<file path="src/rtl/seg7_pkg.sv">
// Shared constants for the seven-segment scanner: segment encodings, blank pattern, sizing.
// Latency: n/a (package).  Backpressure: n/a (package).
// Segment encodings are active-low {g,f,e,d,c,b,a}.
package seg7_pkg;

    localparam int MAX_DIGITS = 8;
    localparam int IDX_W      = 3;

    localparam logic [6:0] SEG_BLANK = 7'b1111111;

    localparam logic [6:0] SEG_0 = 7'b1000000;
    localparam logic [6:0] SEG_1 = 7'b1111001;
    localparam logic [6:0] SEG_2 = 7'b0100100;
    localparam logic [6:0] SEG_3 = 7'b0110000;
    localparam logic [6:0] SEG_4 = 7'b0011001;
    localparam logic [6:0] SEG_5 = 7'b0010010;
    localparam logic [6:0] SEG_6 = 7'b0000010;
    localparam logic [6:0] SEG_7 = 7'b1111000;
    localparam logic [6:0] SEG_8 = 7'b0000000;
    localparam logic [6:0] SEG_9 = 7'b0010000;
    localparam logic [6:0] SEG_A = 7'b0001000;
    localparam logic [6:0] SEG_B = 7'b0000011;
    localparam logic [6:0] SEG_C = 7'b1000110;
    localparam logic [6:0] SEG_D = 7'b0100001;
    localparam logic [6:0] SEG_E = 7'b0000110;
    localparam logic [6:0] SEG_F = 7'b0001110;

    typedef enum logic {
        IDLE = 1'b0,
        SCAN = 1'b1
    } state_t;

endpackage

</file>
<file path="src/rtl/hex_to_seg7.sv">
// Hex nibble to active-low seven-segment pattern decoder.
// Latency: purely combinational.  Backpressure: none.
// Ports: nib (4-bit hex digit in), seg (active-low {g..a} out).
module hex_to_seg7
    import seg7_pkg::*;
(
    input  logic [3:0] nib,
    output logic [6:0] seg
);

    always_comb begin
        seg = SEG_BLANK;
        case (nib)
            4'h0: seg = SEG_0;
            4'h1: seg = SEG_1;
            4'h2: seg = SEG_2;
            4'h3: seg = SEG_3;
            4'h4: seg = SEG_4;
            4'h5: seg = SEG_5;
            4'h6: seg = SEG_6;
            4'h7: seg = SEG_7;
            4'h8: seg = SEG_8;
            4'h9: seg = SEG_9;
            4'hA: seg = SEG_A;
            4'hB: seg = SEG_B;
            4'hC: seg = SEG_C;
            4'hD: seg = SEG_D;
            4'hE: seg = SEG_E;
            4'hF: seg = SEG_F;
            default: seg = SEG_BLANK;
        endcase
    end

endmodule

</file>
<file path="src/rtl/seg7_scanner.sv">
// Time-multiplexed seven-segment driver; each tick strobe advances one digit, value captured once per scan.
// Latency: an/seg/dp/digit_idx update on the edge that samples tick=1, all from registers.
// Backpressure: none; every tick is consumed, ticks on consecutive cycles each advance the scan.
// Ports: clk, rst (async active-high), tick, value[4*N], dp_in[N] in; an[N], seg[7], dp, digit_idx[3] out.
// Build option: define SEG7_LZ_BLANK_EN for leading-zero blanking of digits above digit 0.
module seg7_scanner
    import seg7_pkg::*;
#(
    parameter int NUM_DIGITS = 8
)
(
    input  logic                    clk,
    input  logic                    rst,
    input  logic                    tick,
    input  logic [4*NUM_DIGITS-1:0] value,
    input  logic [NUM_DIGITS-1:0]   dp_in,
    output logic [NUM_DIGITS-1:0]   an,
    output logic [6:0]              seg,
    output logic                    dp,
    output logic [IDX_W-1:0]        digit_idx
);

    state_t                  state;
    logic [IDX_W-1:0]        idx;
    logic [4*NUM_DIGITS-1:0] shadow_val;
    logic [NUM_DIGITS-1:0]   shadow_dp;

    logic                    reload;
    logic [IDX_W-1:0]        nidx;
    logic [4*NUM_DIGITS-1:0] src_val;
    logic [NUM_DIGITS-1:0]   src_dp;
    logic [3:0]              nib;
    logic                    nib_dp;
    logic [NUM_DIGITS-1:0]   an_next;
    logic [6:0]              seg_dec;
    logic                    lit;

    // Next digit and its source. On a reload tick (first tick out of IDLE, or
    // wrap) the digit is taken straight from the inputs being captured so the
    // first digit of a scan already reflects the fresh value.
    always_comb begin
        reload  = (state == IDLE) || (idx == IDX_W'(NUM_DIGITS - 1));
        nidx    = reload ? '0 : idx + 1'b1;
        src_val = reload ? value : shadow_val;
        src_dp  = reload ? dp_in : shadow_dp;
        nib     = 4'h0;
        nib_dp  = 1'b0;
        an_next = '1;
        for (int j = 0; j < NUM_DIGITS; j++) begin
            if (nidx == IDX_W'(j)) begin
                nib        = src_val[4*j +: 4];
                nib_dp     = src_dp[j];
                an_next[j] = 1'b0;
            end
        end
    end

`ifdef SEG7_LZ_BLANK_EN
    logic upper_nz;

    // A digit is shown if it is digit 0 or any nibble at or above it is non-zero.
    always_comb begin
        upper_nz = 1'b0;
        for (int j = 0; j < NUM_DIGITS; j++) begin
            if ((IDX_W'(j) >= nidx) && (src_val[4*j +: 4] != 4'h0)) begin
                upper_nz = 1'b1;
            end
        end
        lit = (nidx == '0) || upper_nz;
    end
`else
    assign lit = 1'b1;
`endif

    hex_to_seg7 u_dec (
        .nib (nib),
        .seg (seg_dec)
    );

    always_ff @(posedge clk or posedge rst) begin
        if (rst) begin
            state      <= IDLE;
            idx        <= '0;
            shadow_val <= '0;
            shadow_dp  <= '0;
            an         <= '1;
            seg        <= SEG_BLANK;
            dp         <= 1'b1;
        end else if (tick) begin
            state <= SCAN;
            idx   <= nidx;
            if (reload) begin
                shadow_val <= value;
                shadow_dp  <= dp_in;
            end
            an  <= lit ? an_next : '1;
            seg <= lit ? seg_dec : SEG_BLANK;
            dp  <= ~(lit & nib_dp);
        end
    end

    assign digit_idx = idx;

endmodule

</file>
<file path="config.mk">
export PLATFORM = sky130hd
export DESIGN_NAME = seg7_scanner
export DESIGN_NICKNAME = d
export VERILOG_FILES = /design/src/rtl/seg7_pkg.sv /design/src/rtl/hex_to_seg7.sv /design/src/rtl/seg7_scanner.sv
export SDC_FILE = /design/constraint.sdc
export NUM_CORES = 1
export LEC_CHECK = 0
export ABC_AREA = 0
export CORE_MARGIN = 3
export CORE_UTILIZATION = 52
export DETAILED_ROUTE_END_ITERATION = 6
export HOLD_SLACK_MARGIN = 0.15
export MAX_ROUTING_LAYER = met4
export PLACE_DENSITY = 0.8
export SLEW_MARGIN = 20
export SYNTH_ARGS = -nofsm -noshare
export SYNTH_HDL_FRONTEND = slang
export SYNTH_SLANG_ARGS = --single-unit
export TNS_END_PERCENT = 10
</file>
<file path="constraint.sdc">
create_clock -name clk -period 5.1 [get_ports clk]
set_input_delay 0.765 -clock clk [delete_from_list [all_inputs] [get_ports clk]]
set_output_delay 0.765 -clock clk [all_outputs]
set_load 0.05 [all_outputs]
</file>
# Word level (Yosys, flattened, before mapping)
# Memory sizes are Yosys's and may differ from the RTL's. A register that Yosys moved wholly into a read port is not among the register bits.
# Cells that the tools add are included.
# word_totals
regBits,53
rom_bits,112
in_bits,43
output_inout_bits,19
memories,1
# classes
n_addsub,1
n_eq_ne,8
mux,27
n_bitwise,2
n_reduce_logical,2
# memory_table
name,depth,width,read_ports,rd_clocked_by_memory_dff,wr,line,source
(name not given),16,7,1,1,0,hex_to_seg7.sv:13,case (nib)
# op_table
cell,n
two-way mux 32 bit,1
two-way mux 4 bit,8
two-way mux 1 bit,16
== test 3 bit (second input constant),5
two-way mux 8 bit,1
== test 3 x 2 -> 1 bit (second input constant),2
adder 3 x 1 -> 3 bit (second input constant),1
== test 3 x 1 -> 1 bit (second input constant),1
logical NOT 3 bit,1
two-way mux 3 bit,1
NOT 1 bit,2
logical OR 1 bit,1

# Depth between registers and ports, before layout
# Gate-level depths: netlist (run 1).
# logic_depth
word_depth,13
ltp_mapped,14
ltp_nobuf,12

# Hierarchy
# A second synthesis (run 1) with hierarchy kept.
# hier_totals
hier_cells,265
area_unflattened_um2,3149.3
# by_module_without_submodules
mod,instances,cells_each,area_each_um2,seq_area_each_um2
seg7_scanner,1,233,2874.0,1521.5
hex_to_seg7,1,32,275.3,0.0

# Least setup slack after synthesis (run 1)
# No wires, ideal clock.
# synth_timing
kind,register -> register
from,"register idx[0], in the netlist digit_idx[0]"
to,register seg[3]
setup_time_ns,0.062
arrival_time_ns,3.045
slack_ns,1.992
path_stages_with_launch,14
n_path_buf,2
period_less_slack_ns,3.108
path_cell_list,dfrtp_1 ha_1 ha_1 buf_6 buf_2 mux2i_1 o21ai_0 a22oi_1 o21ai_2 inv_1 ha_1 or3_1 a41oi_2 o41a_1
# synth_via
elab_chain_len,12
word_cells_on_any_way,21
classes_between,add/sub: 1; eq/ne: 8; mux: 10; reduce/logical: 2
# synth_rtl
item,line,source
from (decl),seg7_scanner.sv:24,logic [IDX_W-1:0] idx;
from (signal assigned),seg7_scanner.sv:91,idx <= nidx;
branches (longest 11 deep; another with adder 3 x 1 -> 3 bit),--,
two-way mux 4 bit *,seg7_scanner.sv:50,if (nidx == IDX_W'(j)) begin
to (decl),seg7_scanner.sv:18,"output logic [6:0] seg,"
# Every way passes the cells marked *.
# A chain may end at the register's enable or synchronous reset.

# Worst setup path after layout (run 1)
# Same ends and word-level chain as after synthesis.

==> results of run 1 <==
routing by layer:
layer	vias up	GRT usage, %
met5	-	-
met4	0	9.21
met1	1065	25.8
met2	71	30.6
met3	14	3.75
li1	1061	-
metrics by stage:
| step | hold WS, ns | util (%) |
|---|---|---|
| detailed placement | 0.471 | 66.0 |
| global placement | 0.469 | 66.0 |
| floorplan | 0.470 | - |
| global route | 0.492 | 69.6 |
| finish | 0.481 | 69.6 |
| CTS | 0.482 | 69.6 |
final timing paths:
path	start	to	slack (ns)	depth (start not counted)
hold reg to reg	an[0]	an[0]	0.48	1
setup reg to reg	digit_idx[0]	seg[3]	1.30	10
max in group asynchronous	rst	shadow_val[25]	3.52	3
hold / removal	an[0]	an[0]	0.48	1
min in group asynchronous	rst	shadow_val[3]	0.74	2
setup / recovery	digit_idx[0]	seg[3]	1.30	10
state kept, by name, summed over array words and instances (netlist names):
signal	cells
an	8
digit_idx	3
dp	1
seg	7
shadow_dp	8
shadow_val	32
state	1
critical path, delay by kind of cell, from the launching register on:
kind	cells	cell delay (ns)
buffers and inverters	1	0.23
AND/OR/NAND/NOR	3	1.03
AO/OA/AOI/OAI	3	0.86
flip-flops	1	0.36
adder cells (fa/ha/maj)	3	1.27
cells by family (layout without fill, tap and decap cells):
logic type | count (synthesis) | in the layout | share of synthesized area [%]
flops | 60 | 60 | 48.7
simple gates | 57 | 57 | 9.34
compound gates | 56 | 56 | 13.4
mux | 55 | 55 | 20.3
buf+inv | 27 | 88 | 5.05
fa+ha+maj | 8 | 8 | 3.21
final cells by class:
class | instances | area [um2] | area share (%)
Clock inverter | 4 | 47.5 | 1.21
Tap cell | 72 | 90.1 | 2.30
Inverter | 7 | 26.3 | 0.669
Sequential cell | 60 | 1520 | 38.8
Multi-Input combinational cell | 176 | 1440 | 36.8
Clock buffer | 12 | 155 | 3.95
Timing Repair Buffer | 65 | 641 | 16.3
cell usage in the layout (no fill, tap or decap), types with 3 or more instances in the layout:
cell type        instances
clkdlybuf4s50_1         61
nand2_1                 14
ha_1                     8
nand2b_1                 3
dfstp_2                 16
a21oi_1                  9
buf_4                    4
a22oi_1                  3
dfrtp_1                 44
inv_1                    4
a31oi_1                  9
o21ai_0                  7
nor2_1                  18
nor2b_1                  3
clkbuf_8                11
nor3_1                   4
mux2i_1                  7
mux2_2                  45
==> impl_results.md, run 1 <==
* Status: finished clean
* Synth warn at 0
* Fin Setup TNS at 0 ns
* Most used cell, CP: ha_1
* Gate Count Post-Synth at around 260
* Number of fill cells in the layout at between 400 and 500
* Peak Freq at 263 MHz
* Slew @ Worst Pin at around 0.84 ns
* Post-CTS sizing at 0
* Final Slew Violations at 0
* Core area at about 0.0056 mm2
* Most common cell in the netlist: mux2_2
* DR vias/cell at 5.58
* Final ANT Viol Nets at 0
* Crit path DAT at around 4.1 ns
* Max Cap Viol at 0
* Routed wire per std cell at around 16 um
* Worst setup margin at 1.30 ns
* Hold buffers post-CTS at 0
* Post-route cell area at roughly 0.0039 mm2
* Synth unique cells at slightly above 60
* Worst-path cell chain: buf_4 > ha_1 > ha_1 > and3b_1 > nand2_1 > o221ai_1 > ha_1 > or3_1 > a41oi_2 > o41a_1
* Rel. slew slack at approximately 44%
* GR Overflow Total at 0
* Avg Inst Size Synth at approximately 12 um2
* Row cnt at 27
* Clock sink total at 60
* Placed cell count at 380
* Mapped Area at 0.00312 mm2
* Largest net degree at the start of global routing at 41
* Register bit total from synthesis at 60
* H-tree lvl count at 3
* Synth Flop Type: dfrtp_1
* Async SR Flop Fraction at 100%
* Detailed-route via count at approximately 2200
* Setup Crit Path Kind: reg -> reg
* CP required at 5.37 ns
* Port Buffers at between 60 and 70
* Non-filler cells, final at approximately 400
* Clock Latency Late Sink at 0.33 ns
* CTS tree: done
* Post-synth top area share at between 30% and 40%
* Starting Density at between 50% and 60%
* Mapped Nets at approximately 310
* RSZ-0062 raised after global routing: false
* DR pass1 iterations at 5
* Synth cell count leaders: mux2_2, dfrtp_1, nor2_1
* Register clock-pin slew on the reported worst setup and hold paths at roughly 0.070 ns
* Final period util at between 70% and 80%
* DR top layer: met4
* First-pass GRT wire length at 10.8 mm
* Die H at roughly 83 um
* # IOs at 62
* Worst hold path type: reg -> reg
* Die W at 83.5 um
* DRT met1 WL at between 2 and 3 mm
* Post-synth EDFFs at 0
* Final WL at 6.48 mm
* Clock Skews at 0.00621 ns
* CP Launch Type: flop
* Root Buffer: clkbuf_8
* Final-report setup violation count at 0
* DR iter-0 viols at 198
* Clock buffer depth at 2
* Crit-path max cell delay at 0.69 ns
* Total GRT Usage at about 20%
* CTS Buf Count at 9
* Routed length on met3 at ~310 um
* Setup Fix Bufs, Post-CTS at 0
* Die footprint at roughly 0.007 mm2
* Area leader, netlist: dfrtp_1
* Synth area leaders: dfrtp_1, mux2_2, dfstp_2
* # diodes at 0
* Share of post-route cells with drive strength above 1 at 29.9%
* Hpwl dp at between 4 and 5 mm
* # nets final at 370
* Initial antenna violation count at 0
* Sequential share of the synthesized area at slightly below 50%
* DRC violations left at 0
* Fin. Hold Viols at 0
* CP endpoint kind: flop
* Final min period at approximately 3.8 ns
* Vias in the first global route at between 2000 and 2500
* Place WS at between 1 and 1.5 ns
* Area Growth Syn to Fin at 25.7%
* Slowest CP cell: ha_1
* Met2 wire len at just over 3 mm
* Critical path fanouts, max at 30
* Area post-placement at 0.00372 mm2
* Gpl congestion at 0.872
Power of run 1 is left out: the tool's default activity adds up to more than one toggle a clock period on the data nets, which glitch-free logic cannot reach.
==> inputs of run 2 (changes only) <==
==> constraint.sdc (replaced) <==
create_clock -name clk -period 4 [get_ports clk]
set_input_delay 0.6 -clock clk [delete_from_list [all_inputs] [get_ports clk]]
set_output_delay 0.6 -clock clk [all_outputs]
set_load 0.05 [all_outputs]
==> impl_results.md, run 2 (same netlist as run 1, synthesis figures left out) <==
* Share of post-route cells with drive strength above 1 at 29.5%
* Critical path fanouts, max at 19
* Hpwl dp at 4.78 mm
* DR iter-0 viols at between 150 and 200
* Non-filler cells, final at between 300 and 400
* Worst hold path type: reg -> reg
* Setup Crit Path Kind: reg -> reg
* Max FFs per register at 32
* Largest net degree at the start of global routing at 34
* Final ANT Viol Nets at 0
* Final-report setup violation count at 0
* R2R depth at 9
* Placed cell count at roughly 380
* CTS Buf Count at 9
* Peak Freq at 287 MHz
* First-pass GRT wire length at 11.4 mm
* Row cnt at 27
* H-tree lvl count at 3
* FF/Latch Area at ~0.0015 mm2
* Final min period at about 3.5 ns
* Clock Skews at between 0.007 and 0.008 ns
* Initial antenna violation count at 0
* DR pass1 iterations at 4
* Detailed-route via count at 2232
* # IOs at 62
* Hold Path Depth at 2
* Commonest non-fill, non-tap cell in the layout: clkdlybuf4s50_1
* Final period util at between 80 and 90%
* Area Growth Syn to Fin at 25.0%
* CP required at between 4 and 5 ns
* Fin Setup TNS at 0 ns
* DR vias/cell at ~5.6
* Fin. Hold Viols at 0
* Gpl congestion at 0.894
* Top Registers: shadow_val (32), an (8), shadow_dp (8)
* Vias in the first global route at 2341
* Hold buffers post-CTS at 0
* Max Cap Viol at 0
* Root Buffer: clkbuf_8
* Number of fill cells in the layout at between 400 and 500
* Setup Fix Bufs, Post-CTS at 0
* CP endpoint kind: flop
* Post-CTS sizing at 0
* Port Buffers at just over 60
* DRC violations left at 0
* Die footprint at approximately 0.007 mm2
* Total GRT Usage at between 20% and 30%
* Rel. slew slack at between 50% and 60%
* Multi-input logic area at 0.00144 mm2
* Die H at 83.5 um
* Status: finished clean
* Register clock-pin slew on the reported worst setup and hold paths at 0.07 ns
* Final core utilization at 69.2%
* Final WL at 6.55 mm
* # nets final at between 300 and 400
* Slew @ Worst Pin at 0.671 ns
* Commonest cells after routing, fill and taps aside: clkdlybuf4s50_1, mux2_2, dfrtp_1, nor2_1, dfstp_2
* RSZ-0062 raised after global routing: false
* GR Overflow Total at 0
* Clock buffer depth at 2
* Core area at roughly 0.0056 mm2
* Crit path DAT at roughly 3.8 ns
* CTS tree: done
* Clock Latency Late Sink at around 0.34 ns
* Most flops, register: shadow_val
* Routed wire per std cell at ~17 um
* # diodes at 0
* Starting Density at between 50% and 60%
* Final Slew Violations at 0
* Die W at roughly 83 um
* Clock sink total at 60
* CP Launch Type: flop
-- run 2: cell count changes in the layout (fill, tap and decap cells not counted), sizes merged --
cell	delta
clkbuf	+2
bufinv	-1
buf	+1
clkinvlp	-1
-- run 2: per-layer routing --
metal | track usage, % | wire (um) | up-vias
met2 | 31.7 | 3120 | 72
met4 | 9.36 | 149 | 0
met1 | 28.1 | 2970 | 1081
met3 | 4.54 | 319 | 14
li1 | - | - | 1065
met5 | - | 0 | -
-- run 2: final timing paths --
path	endpoint	slack (ns)	from
worst max-delay path	seg[3]	0.51	digit_idx[0]
worst min-delay path	an[5]	0.49	an[5]
worst max register to register	seg[3]	0.51	digit_idx[0]
worst min register to register	an[5]	0.49	an[5]
max in group asynchronous	shadow_dp[4]	2.51	rst
min in group asynchronous	shadow_val[6]	0.68	rst
-- run 2: layout make-up --
| type | count | share of cell area (%) |
|---|---|---|
| clock buffers | 14 | 4.17 |
| clock inverters | 2 | 0.256 |
| inverters | 7 | 0.673 |
| multi-input cells | 176 | 37.0 |
| flip-flops and latches | 60 | 39.0 |
| well taps | 72 | 2.31 |
| repair buffers | 66 | 16.6 |
-- run 2: through the flow --
step                      hold WS (ns)  cell area [um2]  setup WS (ns)
after global routing             0.494             3900          0.228
after global placement           0.469             3730          0.709
final                            0.486             3900          0.512
after CTS                        0.486             3900          0.540
after detailed placement         0.476             3730          0.578
after floorplan                  0.470             3120          0.892
-- run 2: worst max-delay path, stage by stage, from the launching register on --
cell      delay, ns
dfrtp_1        0.38
ha_1           0.21
ha_1           0.70
and3b_1        0.47
nand2_1        0.13
o221ai_1       0.42
ha_1           0.33
or3_1          0.39
a41oi_2        0.22
o41a_1         0.18
Power of run 2 is left out for the same reason.
==> inputs of run 3 (changes only) <==
--- a/config.mk
+++ b/config.mk
@@ -5,13 +5,13 @@
 export SDC_FILE = /design/constraint.sdc
 export NUM_CORES = 1
 export LEC_CHECK = 0
-export ABC_AREA = 0
+export ABC_AREA = 1
 export CORE_MARGIN = 3
 export CORE_UTILIZATION = 52
 export DETAILED_ROUTE_END_ITERATION = 6
 export HOLD_SLACK_MARGIN = 0.15
 export MAX_ROUTING_LAYER = met4
-export PLACE_DENSITY = 0.8
+export PLACE_DENSITY = 0.79
 export SLEW_MARGIN = 20
 export SYNTH_ARGS = -nofsm -noshare
 export SYNTH_HDL_FRONTEND = slang
==> impl_results.md, run 3 <==
* Avg Inst Size Synth at 7.77 um2
* M3 GR Usage at under 10%
* Synth Flop Type: dfrtp_1
* Worst-path cell chain: ha_1 > ha_1 > inv_4 > nand2_4 > nor3_2 > inv_2 > nor2_2 > inv_2 > or2_1 > nand4_1 > ha_1 > nand4_1 > nor2_1 > nor2_1 > a21oi_1
* Async SR Flop Fraction at 100%
* Clock Latency Late Sink at 0.34 ns
* Post-synth EDFFs at 0
* Setup Crit Path Kind: reg -> reg
* Clock sink total at 60
* Die W at between 80 and 90 um
* Peak Freq at approximately 310 MHz
* Slew @ Worst Pin at between 0.6 and 0.7 ns
* Top Registers: shadow_val (32), an (8), shadow_dp (8)
* RSZ-0062 raised after global routing: false
* Register bit total from synthesis at 60
* Largest net degree at the start of global routing at 63
* Root Buffer: clkbuf_8
* Max FFs per register at 32
* Area leader, netlist: dfrtp_1
* Final period util at between 80% and 90%
* Final min period at around 3.3 ns
* Starting Density at a little under three fifths
* CTS Buf Count at 9
* Synth warn at 0
* H-tree lvl count at 3
* Core area at around 0.0062 mm2
* Clock Skews at around 0.0064 ns
* Synth area leaders: dfrtp_1, nand2_1, dfstp_2
* DRC violations left at 0
* Synth Area in Adders at under 10%
* Post-CTS sizing at 0
* Final WL at around 8 mm
* Leakage power at between 1.5 and 2 nW
* Crit path max-delay family: simple AND/OR/NAND/NOR gates
* Gpl congestion at roughly 0.89
* # IOs at 62
* Non-filler cells, final at about 580
* Most flops, register: shadow_val
* Worst VDD drop at 0.597 mV
* Gate Count Post-Synth at ~440
* M2 GR Usage at 35.9%
* Clock buffer depth at 2
* Initial antenna violation count at 0
* Place WS at 0.752 ns
* # diodes at 0
* Hpwl dp at about 5.8 mm
* Met1 global-route usage at a little under a third
* Commonest cells after routing, fill and taps aside: nand2_1, clkdlybuf4s50_1, o21ai_0, dfrtp_1, inv_1
* GR Overflow Total at 0
* Hold buffers post-CTS at 0
* Die H at 87.2 um
* CP required at between 4 and 5 ns
* Commonest non-fill, non-tap cell in the layout: nand2_1
* Total GRT Usage at between 20% and 30%
* FF/Latch Area at ~0.0015 mm2
* Final ANT Viol Nets at 0
* Synth Area in Compound Gates at a little over an eighth
* CP Launch Type: flop
* Routed wire per std cell at 13.9 um
* Power per cell area at 850 mW/mm2
* Setup Fix Bufs, Post-CTS at 0
* CP bufs+invs at 3
* Rel. slew slack at around 57%
* DR vias/cell at 5.33
* Final Slew Violations at 0
* Simple logic cell fraction of the synthesized area at ~29%
* Final-report setup violation count at 0
* Post-synth top area share at about a third
* Largest family of logic cells by synthesized area: simple AND/OR/NAND/NOR gates
* Critical path fanouts, max at 62
* Row cnt at 28
* Post-synthesis mux area share at about 2.3%
* Register clock-pin slew on the reported worst setup and hold paths at roughly 0.060 ns
* Worst setup margin at between 0.7 and 0.8 ns
* Detailed-route via count at slightly above 3000
* Most used cell, CP: ha_1
* Synth unique cells at 37
* Crit path DAT at approximately 3.5 ns
* Synth cell count leaders: nand2_1, o21ai_0, dfrtp_1
* Placed cell count at about 560
* Final Power at around 3.6 mW
* Number of fill cells in the layout at approximately 500
* Mapped Area at 0.00343 mm2
* CP endpoint kind: flop
* Share of post-route cells with drive strength above 1 at 13.3%
* Fin Setup TNS at 0 ns
* Sequential share of the synthesized area at 44.4%
* Vias in the first global route at just under 3000
* Area Growth Syn to Fin at 23.3%
* Mapped Nets at between 400 and 500
* Fin. Hold Viols at 0
* Die footprint at roughly 0.0076 mm2
* Global routing's busiest layer: met2
* # nets final at 548
* Worst hold path type: reg -> reg
* Multi-input logic area at 0.00162 mm2
* Max Cap Viol at 0
* Port Buffers at 61
* Status: finished clean
* Crit-path max cell delay at between 0.4 and 0.5 ns
* XOR/XNOR share of the synthesized area at 0%
* CTS tree: done
* Slowest CP cell: dfrtp_1
* First-pass GRT wire length at ~13 mm
* Most common cell in the netlist: nand2_1
* DR pass1 iterations at 5
* DR iter-0 viols at about 240
* Final core utilization at 68.6%
==> run 3: cell count changes after synthesis, moves of 5 or more <==
cell	previous run	this run
a21oi_1	9	3
inv_1	5	32
inv_2	1	8
mux2_2	45	0
nand2_1	14	131
nand2_2	0	5
nand3_1	1	24
nand4_1	0	9
nor2_1	18	25
o21ai_0	7	60
o21ai_1	2	11
==> run 3: final timing paths <==
kind	end	startpoint	depth (start not counted)	slack, ns
worst max register to register	seg[4]	digit_idx[0]	15	0.73
min in group asynchronous	shadow_val[0]	rst	2	0.62
worst max-delay path	seg[4]	digit_idx[0]	15	0.73
worst min-delay path	seg[2]	seg[2]	2	0.47
max in group asynchronous	seg[0]	rst	3	2.50
worst min register to register	seg[2]	seg[2]	2	0.47
==> run 3: cells by family after synthesis <==
group	Yosys count
AO/OA/AOI/OAI	87
adder cells (fa/ha/maj)	8
buffers and inverters	62
flip-flops	60
multiplexers	8
AND/OR/NAND/NOR	216
==> run 3: layer usage <==
metal / vias up / routed length, um / share of wire [%]
met3: 14 / 537 / 6.7
li1: 1547 / - / -
met1: 1406 / 3580 / 45
met2: 109 / 3730 / 47
met4: 0 / 153 / 1.9
met5: - / 0 / 0
==> run 3: worst register-to-register path, delay by kind of cell, from the launching register on <==
| family | cells | cell delay (ns) |
|---|---|---|
| AOI/OAI and AO/OA | 1 | 0.15 |
| buffers and inverters | 3 | 0.26 |
| and+or+nand+nor | 8 | 1.59 |
| adders and majority gates | 3 | 0.72 |
| DFF | 1 | 0.47 |
==> run 3: area by class of cell <==
type,instances,share of cell area (%)
Multi-Input combinational cell,319,38.4
Sequential cell,60,36.0
Timing Repair Buffer,64,15.0
Clock buffer,15,4.41
Inverter,43,3.88
Tap cell,75,2.22
Clock inverter,1,0.118
==> run 3: stage by stage <==
stage	hold slack, ns	instance area [um2]
after floorplan	0.445	3430
after global placement	0.456	4040
after detailed placement	0.457	4040
after CTS	0.473	4230
after global routing	0.487	4230
final	0.468	4230
==> run 3: power by group <==
group          switching, mW  internal, mW  total [mW]
combinational           1.33         0.694        2.02
clock                  0.228         0.292       0.520
sequential             0.129         0.921        1.05
Power figures use the tool's default switching activity.
